$ cat src/rtl/rgb_pattern_gen_if.sv
// rtl/rgb_pattern_gen_if.sv - raster input and RGB565 output bundle for rgb_pattern_gen
interface rgb_pattern_gen_if;
    logic       in_hs;
    logic       in_vs;
    logic       in_de;
    logic [9:0] in_x;
    logic [9:0] in_y;
    logic       out_hs;
    logic       out_vs;
    logic       out_de;
    logic [4:0] out_r;
    logic [5:0] out_g;
    logic [4:0] out_b;

    modport master (
        output in_hs, in_vs, in_de, in_x, in_y,
        input  out_hs, out_vs, out_de, out_r, out_g, out_b
    );

    modport slave (
        input  in_hs, in_vs, in_de, in_x, in_y,
        output out_hs, out_vs, out_de, out_r, out_g, out_b
    );
endinterface

$ cat src/rtl/rgb_pattern_gen.sv
// rtl/rgb_pattern_gen.sv - multi-pattern RGB565 test source with frame-aligned pattern switching
module rgb_pattern_gen #(
    parameter int H_ACTIVE           = 800,
    parameter int V_ACTIVE           = 480,
    parameter bit SYNC_POL           = 1'b0,
    parameter int FRAMES_PER_PATTERN = 120,
    parameter int BOX_SIZE           = 64,
    parameter int BOX_STEP           = 2
) (
    input  logic               rgb_clk,
    input  logic               rgb_rst_n,
    rgb_pattern_gen_if.slave   vid,
    input  logic               auto_mode,
    input  logic [2:0]         pattern_sel,
    output logic [2:0]         cur_pattern
);
    localparam logic        SYNC_IDLE  = ~SYNC_POL;
    localparam logic [9:0]  BAR16_W    = 10'(H_ACTIVE / 16);
    localparam logic [9:0]  BAR8_W     = 10'(H_ACTIVE / 8);
    localparam logic [9:0]  X_LAST     = 10'(H_ACTIVE - 1);
    localparam logic [9:0]  Y_LAST     = 10'(V_ACTIVE - 1);
    localparam logic [7:0]  FRAME_LAST = 8'(FRAMES_PER_PATTERN - 1);
    localparam logic [15:0] WHITE      = 16'hFFFF;
    localparam logic [15:0] DARK_BLUE  = 16'h0008;

    localparam logic [2:0] PAT_BARS16  = 3'd0;
    localparam logic [2:0] PAT_SMPTE   = 3'd1;
    localparam logic [2:0] PAT_CHECKER = 3'd2;
    localparam logic [2:0] PAT_RAMP    = 3'd3;
    localparam logic [2:0] PAT_BORDER  = 3'd4;
    localparam logic [2:0] PAT_BOX     = 3'd5;

    // Returns {new_dir, new_pos}; sums are 11 bits wide so the edge test never wraps.
    function automatic logic [10:0] box_next(input logic [9:0] pos, input logic dir,
                                             input logic [10:0] lim);
        logic [10:0] p;
        p = {1'b0, pos};
        if (dir) begin
            if (p + 11'(BOX_SIZE) + 11'(BOX_STEP) > lim)
                return {1'b0, 10'(p - 11'(BOX_STEP))};
            return {1'b1, 10'(p + 11'(BOX_STEP))};
        end
        if (p < 11'(BOX_STEP))
            return {1'b1, 10'(p + 11'(BOX_STEP))};
        return {1'b0, 10'(p - 11'(BOX_STEP))};
    endfunction

    logic        s1_hs, s1_vs, s1_de;
    logic [15:0] s1_bar_word;
    logic [15:0] s1_smpte;
    logic        s1_check;
    logic [5:0]  s1_ramp;
    logic        s1_border;
    logic        s1_in_box;
    logic        fs_armed;

    logic [7:0]  frame_cnt;
    logic [9:0]  box_x, box_y;
    logic        dir_x, dir_y;

    logic        fs;
    logic [9:0]  bar16_idx, bar8_idx;
    logic [15:0] bar_word, smpte_rgb, pix_rgb;
    logic        box_hit;

    // s1_vs doubles as the previous in_vs; fs_armed blocks a spurious edge right after reset.
    assign fs = (vid.in_vs == SYNC_POL) && (s1_vs != SYNC_POL) && fs_armed;

    assign bar16_idx = vid.in_x / BAR16_W;
    assign bar8_idx  = vid.in_x / BAR8_W;
    assign bar_word  = 16'h8000 >> bar16_idx;
    assign box_hit   = (vid.in_x >= box_x) && ({1'b0, vid.in_x} < {1'b0, box_x} + 11'(BOX_SIZE)) &&
                       (vid.in_y >= box_y) && ({1'b0, vid.in_y} < {1'b0, box_y} + 11'(BOX_SIZE));

    always_comb begin
        smpte_rgb = 16'h0000;
        case (bar8_idx)
            10'd0:   smpte_rgb = 16'hFFFF;
            10'd1:   smpte_rgb = 16'hFFE0;
            10'd2:   smpte_rgb = 16'h07FF;
            10'd3:   smpte_rgb = 16'h07E0;
            10'd4:   smpte_rgb = 16'hF81F;
            10'd5:   smpte_rgb = 16'hF800;
            10'd6:   smpte_rgb = 16'h001F;
            default: smpte_rgb = 16'h0000;
        endcase
    end

    always_ff @(posedge rgb_clk or negedge rgb_rst_n) begin
        if (!rgb_rst_n) begin
            s1_hs       <= SYNC_IDLE;
            s1_vs       <= SYNC_IDLE;
            s1_de       <= 1'b0;
            s1_bar_word <= '0;
            s1_smpte    <= '0;
            s1_check    <= 1'b0;
            s1_ramp     <= '0;
            s1_border   <= 1'b0;
            s1_in_box   <= 1'b0;
            fs_armed    <= 1'b0;
        end else begin
            s1_hs       <= vid.in_hs;
            s1_vs       <= vid.in_vs;
            s1_de       <= vid.in_de;
            s1_bar_word <= bar_word;
            s1_smpte    <= smpte_rgb;
            s1_check    <= vid.in_x[5] ^ vid.in_y[5];
            s1_ramp     <= vid.in_x[9:4];
            s1_border   <= (vid.in_x == 10'd0) || (vid.in_x == X_LAST) ||
                           (vid.in_y == 10'd0) || (vid.in_y == Y_LAST);
            s1_in_box   <= box_hit;
            fs_armed    <= 1'b1;
        end
    end

    always_ff @(posedge rgb_clk or negedge rgb_rst_n) begin
        if (!rgb_rst_n) begin
            cur_pattern <= 3'd0;
            frame_cnt   <= 8'd0;
            box_x       <= 10'd0;
            box_y       <= 10'd0;
            dir_x       <= 1'b1;
            dir_y       <= 1'b1;
        end else if (fs) begin
            if (!auto_mode) begin
                cur_pattern <= pattern_sel;
                frame_cnt   <= 8'd0;
            end else if (frame_cnt >= FRAME_LAST) begin
                frame_cnt   <= 8'd0;
                cur_pattern <= (cur_pattern >= PAT_BOX) ? PAT_BARS16 : cur_pattern + 3'd1;
            end else begin
                frame_cnt   <= frame_cnt + 8'd1;
            end
            {dir_x, box_x} <= box_next(box_x, dir_x, 11'(H_ACTIVE));
            {dir_y, box_y} <= box_next(box_y, dir_y, 11'(V_ACTIVE));
        end
    end

    always_comb begin
        pix_rgb = 16'h0000;
        if (s1_de) begin
            case (cur_pattern)
                PAT_BARS16:  pix_rgb = s1_bar_word;
                PAT_SMPTE:   pix_rgb = s1_smpte;
                PAT_CHECKER: pix_rgb = s1_check ? 16'h0000 : WHITE;
                PAT_RAMP:    pix_rgb = {s1_ramp[5:1], s1_ramp, s1_ramp[5:1]};
                PAT_BORDER:  pix_rgb = s1_border ? WHITE : 16'h0000;
                PAT_BOX:     pix_rgb = s1_in_box ? WHITE : DARK_BLUE;
                default:     pix_rgb = 16'h0000;
            endcase
        end
    end

    always_ff @(posedge rgb_clk or negedge rgb_rst_n) begin
        if (!rgb_rst_n) begin
            vid.out_hs <= SYNC_IDLE;
            vid.out_vs <= SYNC_IDLE;
            vid.out_de <= 1'b0;
            vid.out_r  <= '0;
            vid.out_g  <= '0;
            vid.out_b  <= '0;
        end else begin
            vid.out_hs <= s1_hs;
            vid.out_vs <= s1_vs;
            vid.out_de <= s1_de;
            {vid.out_r, vid.out_g, vid.out_b} <= pix_rgb;
        end
    end
endmodule

$ cat src/flat_wrapper.sv
// flat-port wrapper written by rule: the top's interface ports become plain ports
module rgb_pattern_gen_flat 
#(
    parameter int H_ACTIVE           = 800,
    parameter int V_ACTIVE           = 480,
    parameter bit SYNC_POL           = 1'b0,
    parameter int FRAMES_PER_PATTERN = 120,
    parameter int BOX_SIZE           = 64,
    parameter int BOX_STEP           = 2
)
  (rgb_clk, rgb_rst_n, auto_mode, pattern_sel, cur_pattern, vid_in_hs, vid_in_vs, vid_in_de, vid_in_x, vid_in_y, vid_out_hs, vid_out_vs, vid_out_de, vid_out_r, vid_out_g, vid_out_b);
  rgb_pattern_gen_if vid_i ();
  input  logic rgb_clk;
  input  logic rgb_rst_n;
  input  logic auto_mode;
  input  logic [2:0] pattern_sel;
  output logic [2:0] cur_pattern;
  input wire logic [$bits(vid_i.in_hs)-1:0] vid_in_hs;
  input wire logic [$bits(vid_i.in_vs)-1:0] vid_in_vs;
  input wire logic [$bits(vid_i.in_de)-1:0] vid_in_de;
  input wire logic [$bits(vid_i.in_x)-1:0] vid_in_x;
  input wire logic [$bits(vid_i.in_y)-1:0] vid_in_y;
  output wire logic [$bits(vid_i.out_hs)-1:0] vid_out_hs;
  output wire logic [$bits(vid_i.out_vs)-1:0] vid_out_vs;
  output wire logic [$bits(vid_i.out_de)-1:0] vid_out_de;
  output wire logic [$bits(vid_i.out_r)-1:0] vid_out_r;
  output wire logic [$bits(vid_i.out_g)-1:0] vid_out_g;
  output wire logic [$bits(vid_i.out_b)-1:0] vid_out_b;
  assign vid_i.in_hs = vid_in_hs;
  assign vid_i.in_vs = vid_in_vs;
  assign vid_i.in_de = vid_in_de;
  assign vid_i.in_x = vid_in_x;
  assign vid_i.in_y = vid_in_y;
  assign vid_out_hs = vid_i.out_hs;
  assign vid_out_vs = vid_i.out_vs;
  assign vid_out_de = vid_i.out_de;
  assign vid_out_r = vid_i.out_r;
  assign vid_out_g = vid_i.out_g;
  assign vid_out_b = vid_i.out_b;
  rgb_pattern_gen #(.H_ACTIVE(H_ACTIVE), .V_ACTIVE(V_ACTIVE), .SYNC_POL(SYNC_POL), .FRAMES_PER_PATTERN(FRAMES_PER_PATTERN), .BOX_SIZE(BOX_SIZE), .BOX_STEP(BOX_STEP)) u_core (.rgb_clk(rgb_clk), .rgb_rst_n(rgb_rst_n), .vid(vid_i), .auto_mode(auto_mode), .pattern_sel(pattern_sel), .cur_pattern(cur_pattern));
endmodule
$ cat config.mk
export PLATFORM = sky130hd
export DESIGN_NAME = rgb_pattern_gen_flat
export DESIGN_NICKNAME = d
export VERILOG_FILES = /design/src/rtl/rgb_pattern_gen_if.sv /design/src/rtl/rgb_pattern_gen.sv /design/src/flat_wrapper.sv
export SDC_FILE = /design/constraint.sdc
export NUM_CORES = 1
export LEC_CHECK = 0
export ABC_CLOCK_PERIOD_IN_PS = 6090
export CAP_MARGIN = 0
export CORE_UTILIZATION = 50
export DETAILED_ROUTE_END_ITERATION = 10
export PLACE_DENSITY = 0.73
export SLEW_MARGIN = 20
export SYNTH_ARGS = -nofsm -noshare
export SYNTH_HDL_FRONTEND = slang
export SYNTH_SLANG_ARGS = --single-unit
$ cat constraint.sdc
create_clock -name rgb_clk -period 6.09 [get_ports rgb_clk]
set_input_delay 0.9135 -clock rgb_clk [delete_from_list [all_inputs] [get_ports rgb_clk]]
set_output_delay 0.9135 -clock rgb_clk [all_outputs]
set_load 0.1 [all_outputs]
==> metrics.cfg, run 1 <==
[die]
die-area_um2=11700
chipHeight_um=108
die_x_um=108
initial_core_util_pct=51.6
ioPinCount=51
rows=38
core_um2=10900

[synthesis]
synth.cell_area_um2=5620
synthSimpleGateAreaFrac_pct=20.9
synthTopCellsByArea=dfrtp_1, ha_1, nand2_1, o21ai_0, a31oi_1
synth_fp_nets=705
synth-xor-area-share_pct=3.56
syn_area_per_cell_um2=8.90
muxShareOfSynthArea_pct=1.62
synth_top_family_by_area=compound AO/OA/AOI/OAI gates
synthFlopType=dfrtp_1
synthAdderAreaFrac_pct=10.1
synth_cells=632
synth_compound_gate_area_share_pct=21.2
synth_top_area_cell=dfrtp_1
synth_enable_flop_cells=0
seq_area_frac_synth_pct=36.6
synth_cell_types=82
ys_seq_elements=82
async_reset_ff_share_pct=100
ys_warn_count=0
synth_top_area_share_pct=33.8

[global_route]
grt_max_degree=83
grt_pass1_vias=4471
grt_usage_pct=23.3
antenna_found_initial=0
grt-ovfl-total=0
grt_first_pass_wirelength_um=21500

[worst_setup_path]
r2r_end=u_core.box_y[5]
critPathMaxFanout=33
critPathLaunch=vid_in_x[9]
rr_startpoint=u_core.box_y[6]
cp.required_ns=6.32
crit_arrival_ns=4.08
rr_worst_depth=10
rrSetupSlack_ns=3.02
start_kind=input pin
path_class=in -> reg
crit_end=u_core.s1_bar_word[14]
cp-end-kind=register

[clocking]
cts_resized=0
clockBufferDepth=2
postCtsHoldBufs=0
cts-buffers-inserted=9
cts_sinks=82
post_cts_buffers=0
clkTransAtPathRegs_ns=0.09
cts_root_buf=clkbuf_8
cts_tree=built
clock_latency_ns=0.35
htree_levels=3

[timing]
max_freq_ghz=0.260
finClkSkew_ns=0.0103
finalMaxSlewViolations=0
rsz0062_at_grt=no
setup_violations=0
worstMarginPinSlew_ns=1.04
hold_viol=0
period_needed_ns=3.85
slew_headroom_pct=30.2
post-route-period-util_pct=63.2
finalSetupTns_ns=0

[cells_and_area]
final_common_cell=dfrtp_1
fillers=987
fin_cells=808
layout_common_cells=dfrtp_1, nand2_1, clkdlybuf4s50_1
drive_gt1_share_pct=6.89
num_antenna_cells=0
finalNetCount=736
syn_to_final_growth_pct=12.7

[flow_run]
max-cap-violations=0

[route]
antenna_left=0
route.vias.total=4887
drcViolationCount=0
drtPass1Iterations=5
wl_per_cell_um=16.2
drt-total-wl_um=13100
drtIter0Drc=359
viasPerCell=6.05

[placed_design]
place_inst=792
gp_congestion=0.928
hpwl_um=9580
io_buffers=50

[run_status]
outcome=complete, no violations

[pwr]
irDropWorstVdd_mv=0.208
power_density_nw_per_um2=351
p_leak_nw=2.75

[worst_hold_path]
hp-class=reg -> reg

## cell type report
cell class              count  area (µm²)  share of cell area, %
well taps                 140         175                   2.76
clock inverters             6        72.6                   1.15
repair buffers             51         509                   8.04
inverters                  39         146                   2.31
clock buffers              10         138                   2.17
multi-input cells         480        3240                   51.1
flip-flops and latches     82        2060                   32.5
## critical path: stages
cell and delay [ns]:
clkdlybuf4s50_1 1.15, nor4bb_1 0.39, a21oi_1 0.07, a21oi_1 0.33, a21oi_1 0.14, o21a_1 0.26
maj3_1 0.38, a211oi_2 0.34, nor2_1 0.09
## per-stage QoR
| step | power, mW | util (%) | area, µm² | hold WS (ns) | setup WS (ns) |
|---|---|---|---|---|---|
| 6_report | 2.22 | 58.2 | 6340 | 0.367 | 2.24 |
| 3_3_place_gp | 1.78 | 56.2 | 6120 | 0.350 | 2.06 |
| 5_1_grt | 2.38 | 58.2 | 6340 | 0.372 | 2.02 |
| 4_1_cts | 2.23 | 58.2 | 6330 | 0.370 | 2.32 |
| 3_5_place_dp | 1.81 | 56.2 | 6120 | 0.352 | 1.93 |
| 2_1_floorplan | 1.57 | - | 5620 | 0.345 | 3.23 |
## state kept, by name, summed over array words and instances, names as in the netlist, 3 cells and up
name,flops
u_core.box_x,9
u_core.box_y,9
u_core.cur_pattern,3
u_core.frame_cnt,8
u_core.s1_bar_word,16
u_core.s1_ramp,6
u_core.s1_smpte,3
u_core.vid.out_b,5
u_core.vid.out_g,6
u_core.vid.out_r,5
## power by group
part	leakage [nW]	total (mW)	internal (mW)	switching, mW
sequential	1.04	0.770	0.636	0.134
clock	0.109	0.408	0.206	0.201
combinational	1.61	1.04	0.375	0.669
## kinds of logic (layout without fill, tap and decap cells)
| family | count (synthesis) | in the layout |
|---|---|---|
| AOI/OAI and AO/OA | 172 | 172 |
| xor gates and xnor gates | 22 | 22 |
| adders and majority gates | 46 | 46 |
| buffers and inverters | 70 | 106 |
| DFF | 82 | 82 |
| muxes | 9 | 9 |
| other | 1 | 1 |
| and+or+nand+nor | 230 | 230 |
## cell usage after synthesis (all sizes together) (3+ instances only)
cell type  count
nor4bb         3
o21a           9
nor2          45
a22oi          3
ha            44
inv           39
nor2b         10
and2           7
a21oi         27
or3            5
a31oi         27
o32ai          4
nor3b          3
nand2b         6
nand4         13
buf           21
or2            5
mux2i          8
nor3          17
o211ai         3
nand3         25
nor4           8
and4           3
nand2         61
a21boi         6
o21ai         39
o31ai          6
xnor2         20
o41ai          3
clkbuf        10
and3          11
dfstp          6
a21o           5
a211oi         7
o22ai          4
a2111oi        4
dfrtp         76
## worst min path at each step
stage | startpoint | endpoint | slack [ns] | cells past startpoint
after floorplan | u_core.s1_hs | u_core.vid.out_hs | 0.35 | 0
after global placement | u_core.s1_hs | u_core.vid.out_hs | 0.35 | 0
after detailed placement | u_core.s1_hs | u_core.vid.out_hs | 0.35 | 0
after CTS | u_core.s1_hs | u_core.vid.out_hs | 0.37 | 0
after global routing | u_core.s1_hs | u_core.vid.out_hs | 0.37 | 0
final | u_core.s1_hs | u_core.vid.out_hs | 0.37 | 0
## per-layer routing
metal / part of all wire (%) / global-route usage (%) / wire (µm)
met1: 48 / 33.3 / 6250
met2: 45 / 35.0 / 5890
met3: 5.4 / 4.22 / 706
met4: 2.0 / 8.81 / 257
met5: 0 / 0 / 0
(Power assumes the default switching activity.)
==> run 2, diff against run 1 <==
Settings changed: ABC_CLOCK_PERIOD_IN_PS 6090 to 3200, PLACE_DENSITY 0.73 to 0.76.
Clock period 6.09 ns to 3.2 ns, I/O delays scaled along.
==> run 2 against run 1 <==
  * Critical path depth down 1
  * Worst hold slack worse by 0.20 ns
  * Worst setup slack worse by 2.0 ns
  * Sequential power increased by 88%
  * Clock power is 84% higher
  * Utilization is 1.9 points higher
==> metrics.cfg, run 2 (synthesis gave the netlist of run 1 again) <==
[timing]
rsz0062_at_grt=no
post-route-period-util_pct=93.4
max_freq_ghz=0.335
setup_violations=0
finalMaxSlewViolations=0
finalSetupTns_ns=0
worstMarginPinSlew_ns=0.985
hold_viol=0
slew_headroom_pct=34.2
hold_ws_ns=0.167
period_needed_ns=2.99
finClkSkew_ns=0.0141

[cells_and_area]
syn_to_final_growth_pct=16.4
final_common_cell=dfrtp_1
layout_common_cells=dfrtp_1, nand2_1, nor2_1, ha_1, clkdlybuf4s50_1
drive_gt1_share_pct=11.7
reg.largest.list=u_core.s1_bar_word x16, u_core.box_x x9, u_core.box_y x9
regMostFlops=u_core.s1_bar_word
finalNetCount=767
num_antenna_cells=0
largest_register_ffs=16

[worst_setup_path]
path_class=reg -> reg
cp.buffers_inverters=0
cpMaxStageDelayCell=or4_1
cp_cell_sequence=ha_1, xnor2_1, or4_1, and2_0, o211ai_1, o21a_1, a21oi_1, o41ai_1
start_kind=register
crit_arrival_ns=3.21
critPathMaxFanout=12
slowest_delay_ns=0.52
cp-end-kind=register
path_delay_family=compound AO/OA/AOI/OAI gates
cp.required_ns=3.42

[flow_run]
max-cap-violations=0

[clocking]
clkTransAtPathRegs_ns=0.09
cts_sinks=82
cts_tree=built
cts-buffers-inserted=9
htree_levels=3
post_cts_buffers=0
clock_latency_ns=0.35
clockBufferDepth=2
cts_root_buf=clkbuf_8
cts_resized=0
postCtsHoldBufs=0

[worst_hold_path]
hp-class=in -> async

[pwr]
p_leak_nw=2.90
irDropWorstVdd_mv=0.399
power_density_nw_per_um2=651
total_power_mw=4.26

[global_route]
grt_first_pass_wirelength_um=22700
grt_pass1_vias=4779
antenna_found_initial=0
grt-ovfl-total=0
grt_usage_pct=24.6
grt_max_degree=83

[run_status]
outcome=complete, no violations

[die]
rows=38
chipHeight_um=108
die-area_um2=11700
core_um2=10900
initial_core_util_pct=51.6
die_x_um=108
ioPinCount=51

[route]
drtPass1Iterations=4
drcViolationCount=0
drt-total-wl_um=13500
antenna_left=0
route.vias.total=4888
viasPerCell=5.83
wl_per_cell_um=16.1
drtIter0Drc=360

[placed_design]
gp_congestion=0.928
hpwl_um=10300
io_buffers=50

## run 2: metal layers
layer / up-vias / track usage, % / part of all wire, % / routed length [µm]
met4: 0 / 8.02 / 1.4 / 188
met5: - / 0 / 0 / 0
li1: 2423 / - / - / -
met2: 135 / 39.0 / 46 / 6240
met1: 2310 / 33.9 / 48 / 6410
met3: 20 / 4.40 / 4.8 / 652
## run 2: area by class of cell
type / count / area, µm²
timing repair buffer: 82 / 727
clock inverter: 6 / 72.6
inverter: 39 / 146
sequential: 82 / 2060
multi-input combinational: 480 / 3240
fill: 910 / 4340
clock buffer: 10 / 128
tap: 140 / 175
## run 2: path summary, 6_finish.rpt
check / startpoint / end / slack (ns) / cells past startpoint
min in group rgb_clk: u_core.s1_hs / u_core.vid.out_hs / 0.36 / 0
max: u_core.box_y[6] / u_core.box_y[8] / 0.21 / 8
min reg2reg: u_core.s1_hs / u_core.vid.out_hs / 0.36 / 0
max in group asynchronous: rgb_rst_n / u_core.s1_ramp[2] / 2.55 / 1
min: rgb_rst_n / u_core.vid.out_b[4] / 0.17 / 1
max reg2reg: u_core.box_y[6] / u_core.box_y[8] / 0.21 / 8
## run 2: metrics by stage
stage / instances / setup WS, ns / utilization (%) / area [µm²]
2_1_floorplan: 632 / 0.628 / - / 5620
3_3_place_gp: 823 / 0.149 / 58.2 / 6340
3_5_place_dp: 823 / 0.0868 / 58.2 / 6340
4_1_cts: 839 / 0.235 / 60.1 / 6540
5_1_grt: 839 / 0.0321 / 60.1 / 6540
6_report: 839 / 0.212 / 60.1 / 6540
## run 2: where the power goes
| group | leakage, nW | switching [mW] | internal (mW) | total (mW) |
|---|---|---|---|---|
| clock network | 0.0975 | 0.382 | 0.369 | 0.751 |
| registers | 1.04 | 0.238 | 1.21 | 1.45 |
| logic | 1.77 | 1.30 | 0.758 | 2.06 |
| total | 2.90 | 1.92 | 2.34 | 4.26 |
